File: src/rtl/parity_pkg.sv
// Shared helpers for the XOR-reduction parity scheme.
// Used by the generator and the stream checker.
package parity_pkg;

   localparam int unsigned PARITY_EVEN       = 0;
   localparam int unsigned PARITY_ODD_SCHEME = 1;

   // Operands are zero-extended to 64 bits; extension leaves XOR parity unchanged.
   function automatic logic parity_of(input logic [63:0] data);
      return ^data;
   endfunction

   function automatic logic [63:0] sat_inc(input logic [63:0] count, input int unsigned width);
      logic [63:0] w_max;
      w_max = {64{1'b1}} >> (64 - width);
      return (count == w_max) ? count : count + 64'd1;
   endfunction

endpackage

File: src/rtl/parity_check_stream_gen.sv
// Parity generator: even-parity bit of a data word.
// The bit is 1 iff the word has an odd number of ones.
module parity_check_stream_gen
   import parity_pkg::*;
#(
   parameter int unsigned WIDTH = 8
) (
   input  logic [WIDTH-1:0] i_data,
   output logic             o_parity
);

   assign o_parity = parity_of(64'(i_data));

endmodule

File: src/rtl/parity_check_stream.sv
// Receive-side parity checker with a one-word pipeline register.
// It tags each word with a mismatch flag and keeps sticky and counted error status.
module parity_check_stream
   import parity_pkg::*;
#(
   parameter int unsigned WIDTH      = 8,
   parameter int unsigned PARITY_ODD = 0,
   parameter int unsigned CNT_WIDTH  = 16
) (
   input  logic                 clk,
   input  logic                 rst,
   input  logic                 in_valid,
   output logic                 in_ready,
   input  logic [WIDTH-1:0]     in_data,
   input  logic                 in_parity,
   output logic                 out_valid,
   input  logic                 out_ready,
   output logic [WIDTH-1:0]     out_data,
   output logic                 out_err,
   output logic                 err_sticky,
   input  logic                 err_clr,
   output logic [CNT_WIDTH-1:0] err_count
);

   localparam logic LpInvert = (PARITY_ODD == PARITY_ODD_SCHEME);

   logic                 r_out_valid;
   logic [WIDTH-1:0]     r_out_data;
   logic                 r_out_err;
   logic                 r_err_sticky;
   logic [CNT_WIDTH-1:0] r_err_count;

   logic                 w_par;
   logic                 w_mism;
   logic                 w_accept;
   logic                 w_deliver;
   logic                 w_err_acc;
   logic [CNT_WIDTH-1:0] w_cnt_inc;

   parity_check_stream_gen #(
      .WIDTH (WIDTH)
   ) u_gen (
      .i_data   (in_data),
      .o_parity (w_par)
   );

   assign w_mism    = w_par ^ in_parity ^ LpInvert;
   assign in_ready  = !rst && (!r_out_valid || out_ready);
   assign w_accept  = in_valid && in_ready;
   assign w_deliver = r_out_valid && out_ready;
   assign w_err_acc = w_accept && w_mism;
   assign w_cnt_inc = CNT_WIDTH'(sat_inc(64'(r_err_count), CNT_WIDTH));

   always_ff @(posedge clk) begin
      if (rst) begin
         r_out_valid <= 1'b0;
         r_out_data  <= '0;
         r_out_err   <= 1'b0;
      end else if (w_accept) begin
         r_out_valid <= 1'b1;
         r_out_data  <= in_data;
         r_out_err   <= w_mism;
      end else if (w_deliver) begin
         r_out_valid <= 1'b0;
      end
   end

   // A clear coinciding with an error accept still records that new error.
   always_ff @(posedge clk) begin
      if (rst) begin
         r_err_sticky <= 1'b0;
         r_err_count  <= '0;
      end else if (err_clr) begin
         r_err_sticky <= w_err_acc;
         r_err_count  <= w_err_acc ? CNT_WIDTH'(1) : '0;
      end else if (w_err_acc) begin
         r_err_sticky <= 1'b1;
         r_err_count  <= w_cnt_inc;
      end
   end

   assign out_valid  = r_out_valid;
   assign out_data   = r_out_data;
   assign out_err    = r_out_err;
   assign err_sticky = r_err_sticky;
   assign err_count  = r_err_count;

endmodule

File: config.mk
export PLATFORM = sky130hd
export DESIGN_NAME = parity_check_stream
export DESIGN_NICKNAME = d
export VERILOG_FILES = /design/src/rtl/parity_pkg.sv /design/src/rtl/parity_check_stream_gen.sv /design/src/rtl/parity_check_stream.sv
export SDC_FILE = /design/constraint.sdc
export NUM_CORES = 1
export LEC_CHECK = 0
export CAP_MARGIN = 25
export CORE_UTILIZATION = 30
export DETAILED_ROUTE_END_ITERATION = 7
export PLACE_DENSITY_LB_ADDON = 0.25
export SETUP_SLACK_MARGIN = 0.05
export SLEW_MARGIN = 5
export SYNTH_ARGS = -nofsm -noshare
export SYNTH_HDL_FRONTEND = slang
export SYNTH_HIERARCHICAL = 1
export SYNTH_SLANG_ARGS = --single-unit
File: constraint.sdc
create_clock -name clk -period 5.6 [get_ports clk]
set_input_delay 0.84 -clock clk [delete_from_list [all_inputs] [get_ports clk]]
set_output_delay 0.84 -clock clk [all_outputs]
set_load 0.03 [all_outputs]
; ---- Word-level counts from Yosys, hierarchy flattened
; Index checks and enable logic that the tools add are counted.
[totals]
input_bits = 14
ff_bits = 27
out_inout_bits = 28
wordCells = 28
[classes]
muxes = 8
n_bitwise = 1
reduce_logical = 11
eq_ne = 2
add_sub_neg = 1
[op_table]
columns = op, count
row1 = $reduce_xor A64 Y1, 1
row2 = $mux W16, 3
row3 = $add A16 B1 Y16 const B, 1
row4 = $eq A16 B16 Y1 const B, 1
row5 = $mux W1, 5
row6 = $logic_and A1 B1 Y1, 4
row7 = $reduce_bool A2 Y1, 2
row8 = $logic_not A1 Y1, 2
row9 = $ne A2 B2 Y1 const B, 1
row10 = $reduce_and A2 Y1, 1
row11 = $logic_or A1 B1 Y1, 1
row12 = $xor A1 B1 Y1, 1

; ---- Depth between registers and ports, before layout
[logic_depth]
depth_word = 7
mapped_depth = 10
ltp_nobuf = 8

; ---- By module
; Netlist, hierarchy kept.
[by_module_without_submodules]
columns = module, seq_area_each_um2, cells_per_inst, area_per_inst_um2, n_inst
row1 = parity_check_stream, 540.5, 143, 1305.0, 1
row2 = parity_check_stream_gen, 0.0, 7, 61.3, 1

; ---- Worst setup path after synthesis
; No wires, ideal clock.
[synth_path]
path_type = in2reg
from = input in_data[3]
to = register r_err_count[11] (netlist: err_count[11])
stages = 9
setup_time_ns = 0.116
path_buffers = 1
arrival_time_ns = 2.645
required_ns = 5.484
path_slack_ns = 2.839
cell_sequence = xor2_1 > xnor2_1 > xnor2_1 > xnor2_1 > or4b_4 > buf_6 > nor4_4 > a31oi_1 > a41o_1
[synth_between]
elab_chain_cells = 5
[synth_lines]
columns = item, line_no
row1 = from (decl), parity_check_stream.sv:14  ; input logic [WIDTH-1:0] in_data,
row2 = $reduce_xor A64 Y1, parity_pkg.sv:10  ; return ^data;
row3 = net w_par, parity_check_stream.sv:33  ; logic w_par;
row4 = $xor A1 B1 Y1, parity_check_stream.sv:47  ; assign w_mism = w_par ^ in_parity ^ LpInvert;
row5 = $logic_and A1 B1 Y1, parity_check_stream.sv:51  ; assign w_err_acc = w_accept && w_mism;
row6 = $reduce_bool A2 Y1 (no line), --
row7 = $reduce_and A2 Y1 (no line), --
row8 = to (signal assigned), parity_check_stream.sv:75  ; r_err_count <= w_err_acc ? CNT_WIDTH'(1) : '0;
row9 = to (signal assigned), parity_check_stream.sv:78  ; r_err_count <= w_cnt_inc;
row10 = to (decl), parity_check_stream.sv:31  ; logic [CNT_WIDTH-1:0] r_err_count;
; The timed path passes the listed nets, and every way through them passes these cells.
; A chain may end at the register's enable or synchronous reset.

; ---- Final worst setup path
[layout_path]
from = input rst
to = output in_ready
[layout_between]
elab_chain_cells = 2
[layout_lines]
columns = item, line_no
row1 = from (decl), parity_check_stream.sv:11  ; input logic rst,
row2 = $logic_not A1 Y1, parity_check_stream.sv:48  ; assign in_ready = !rst && (!r_out_valid || out_ready);
row3 = $logic_and A1 B1 Y1, parity_check_stream.sv:48
row4 = to (decl), parity_check_stream.sv:13  ; output logic in_ready,
; Every way passes these cells.

==> results.sh <==
export IMPL_grt_antenna_before_repair=0
export IMPL_required_ns=4.76
export IMPL_grt_pass1_wl_um=5150
export IMPL_die_h_um=69.5
export IMPL_setup_viol=0
export IMPL_hold_class="reg2reg"
export IMPL_ys_ff_latch=27
export IMPL_post_cts_buffers=0
export IMPL_layout_nets=205
export IMPL_overflow=0
export IMPL_tightest_slew_ns=0.810
export IMPL_syn_area_per_cell_um2=9.11
export IMPL_hold_buffers=0
export IMPL_multi_input_comb_area_um2=781
export IMPL_drtIter0Drc=64
export IMPL_r2r_cells=6
export IMPL_path_clk_slew_ns=0.09
export IMPL_yosysWarnings=6
export IMPL_critPathLaunchType="input pin"
export IMPL_syn2layout_area_growth_pct=35.1
export IMPL_insertedDiodeCount=0
export IMPL_pin_count=42
export IMPL_slew_headroom=0.456
export IMPL_clk_path_buf_depth=2
export IMPL_cp_max_fo=14
export IMPL_numPortBuffers=41
export IMPL_initial_core_util=0.314
export IMPL_final_common_cell="clkdlybuf4s50_1"
export IMPL_routed_wl_um=2950
export IMPL_min_from="out_err"
export IMPL_drive_gt1_frac=0.0847
export IMPL_grtUsageTotal=0.131
export IMPL_p_leak_nw=0.699
export IMPL_synth_cell_types=33
export IMPL_place_congestion=0.757
export IMPL_critPathCaptureType="output port"
export IMPL_num_fill_cells=437
export IMPL_drcViolationCount=0
export IMPL_clockRootBuffer="clkbuf_8"
export IMPL_rsz0062_at_grt="false"
export IMPL_tritoncts="done"
export IMPL_cts_htree_levels=1
export IMPL_reg2reg_from="err_count[0]"
export IMPL_drt_pass1_iter_count=4
export IMPL_irDropWorstVdd_v=0.000133
export IMPL_period_needed_ns=3.26
export IMPL_placementRows=24
export IMPL_cap_viol_max_count=0
export IMPL_dp_cells=237
export IMPL_timing_final_crit_share=0.582
export IMPL_numCtsBuffers=3
export IMPL_die_area_mm2=0.00483
export IMPL_die_w_um=69.5
export IMPL_fin_skew_ns=0.00169
export IMPL_worstPathArrival_ns=2.42
export IMPL_synth_top_area_cell="dfxtp_1"
export IMPL_cts_sinks=27
export IMPL_via_count=1180
export IMPL_synth_area_leaders="dfxtp_1 (40%), xnor2_1 (12%), nand2_1 (7.7%)"
export IMPL_worstSetupPathType="in2out"
export IMPL_grt_max_degree=18
export IMPL_yosysTopAreaCellShare=0.396
export IMPL_min_path_cells=2
export IMPL_worstReg2RegEnd="err_count[9]"
export IMPL_core_area_mm2=0.00435
export IMPL_setup_tns_ns=0
export IMPL_holdPathEnd="out_err"
export IMPL_seqCellArea_um2=541
export IMPL_outcome="completed"
export IMPL_hold_viol_final=0
export IMPL_clk_latency_ns=0.27
export IMPL_ys_seq_area_frac=0.396
export IMPL_place_detailed_hpwl_um=2250
export IMPL_fin_cells=241
export IMPL_syn_area_mm2=0.00137
export IMPL_cts_resized=0
export IMPL_powerDensity_mw_per_mm2=218
export IMPL_wl_per_cell_um=12.3
export IMPL_reg2reg_slack_ns=3.47
export IMPL_finalMaxSlewViolations=0
export IMPL_fmax_ghz=0.307
export IMPL_grt_pass1_vias=1116
export IMPL_syn_nets=165
export IMPL_via_per_inst=4.90
export IMPL_whs_ns=0.470
export IMPL_final_cell_mix="clkdlybuf4s50_1 (41), nand2_1 (28), dfxtp_1 (27)"
export IMPL_syn_inst=150
export IMPL_ant_nets=0
## state kept, by name, summed over array words and instances, names as in the netlist
register / flops
out_data: 8
err_count: 16
err_sticky: 1
out_err: 1
out_valid: 1
## worst max-delay path: stages
cell and delay (ns):
clkdlybuf4s50_1 0.62, nor2_1 0.25, clkdlybuf4s50_1 0.71
## area by class of cell
class                           instances  area share
Sequential cell                        27       0.293
Inverter                                1     0.00203
Tap cell                               52      0.0353
Multi-Input combinational cell        116       0.423
Clock buffer                            4      0.0244
Timing Repair Buffer                   41       0.222
## synth_stat cells
| master | n |
|---|---|
| a21oi_1 | 2 |
| a221o_1 | 1 |
| a31oi_1 | 3 |
| a41o_1 | 3 |
| and2_1 | 1 |
| and3_1 | 2 |
| and3_2 | 1 |
| and4bb_1 | 1 |
| buf_4 | 1 |
| buf_6 | 2 |
| clkbuf_1 | 3 |
| dfxtp_1 | 27 |
| ha_1 | 1 |
| inv_1 | 1 |
| nand2_1 | 28 |
| nand3_1 | 4 |
| nand3b_1 | 8 |
| nand4_2 | 2 |
| nand4_4 | 1 |
| nor2_1 | 21 |
| nor2b_4 | 1 |
| nor3_1 | 3 |
| nor3_2 | 2 |
| nor3_4 | 1 |
| nor3b_2 | 1 |
| nor4_1 | 3 |
| nor4_4 | 2 |
| nor4b_2 | 1 |
| o21ai_1 | 2 |
| or2_1 | 1 |
| or4b_4 | 1 |
| xnor2_1 | 18 |
| xor2_1 | 1 |
## metal layers
layer	vias up	wire (um)	share of wire	track usage
met2	33	1450	0.49	0.223
met4	0	15	0.0051	0.0272
met5	-	0	0	0
met1	546	1310	0.44	0.160
li1	599	-	-	-
met3	2	177	0.060	0.0465
## cells by family (layout without fill, tap and decap cells)
group,Yosys count,in the layout,share of synthesized area
AO/OA/AOI/OAI,11,11,0.0577
XOR/XNOR,19,19,0.122
adder cells (fa/ha/maj),1,1,0.00916
buffers and inverters,7,46,0.0330
flip-flops,27,27,0.396
AND/OR/NAND/NOR,85,85,0.383
## worst max path at each step
| stage | slack [ns] | startpoint | cells past startpoint | to |
|---|---|---|---|---|
| after global placement | 2.28 | in_data[2] | 9 | err_count[11] |
| after floorplan | 2.84 | in_data[3] | 9 | err_count[11] |
| after global routing | 2.21 | rst | 3 | in_ready |
| final | 2.34 | rst | 3 | in_ready |
| after detailed placement | 2.18 | in_data[3] | 9 | err_count[11] |
| after CTS | 2.30 | rst | 3 | in_ready |
## metrics by stage
| stage | power (W) | util | area [um2] | setup slack (ns) |
|---|---|---|---|---|
| 4_1_cts | 0.000411 | 0.424 | 1850 | 2.30 |
| 3_5_place_dp | 0.000298 | 0.414 | 1800 | 2.18 |
| 6_report | 0.000402 | 0.424 | 1850 | 2.34 |
| 5_1_grt | 0.000429 | 0.424 | 1850 | 2.21 |
| 3_3_place_gp | 0.000296 | 0.414 | 1800 | 2.28 |
| 2_1_floorplan | 0.000266 | - | 1370 | 2.84 |
## power breakdown
group / internal (W) / total [W] / switching [W]
Sequential: 0.000201 / 0.000207 / 0.00000695
Combinational: 0.0000392 / 0.0000850 / 0.0000458
Clock: 0.0000509 / 0.000109 / 0.0000585
Note: power is estimated with default switching activity, not from simulation.
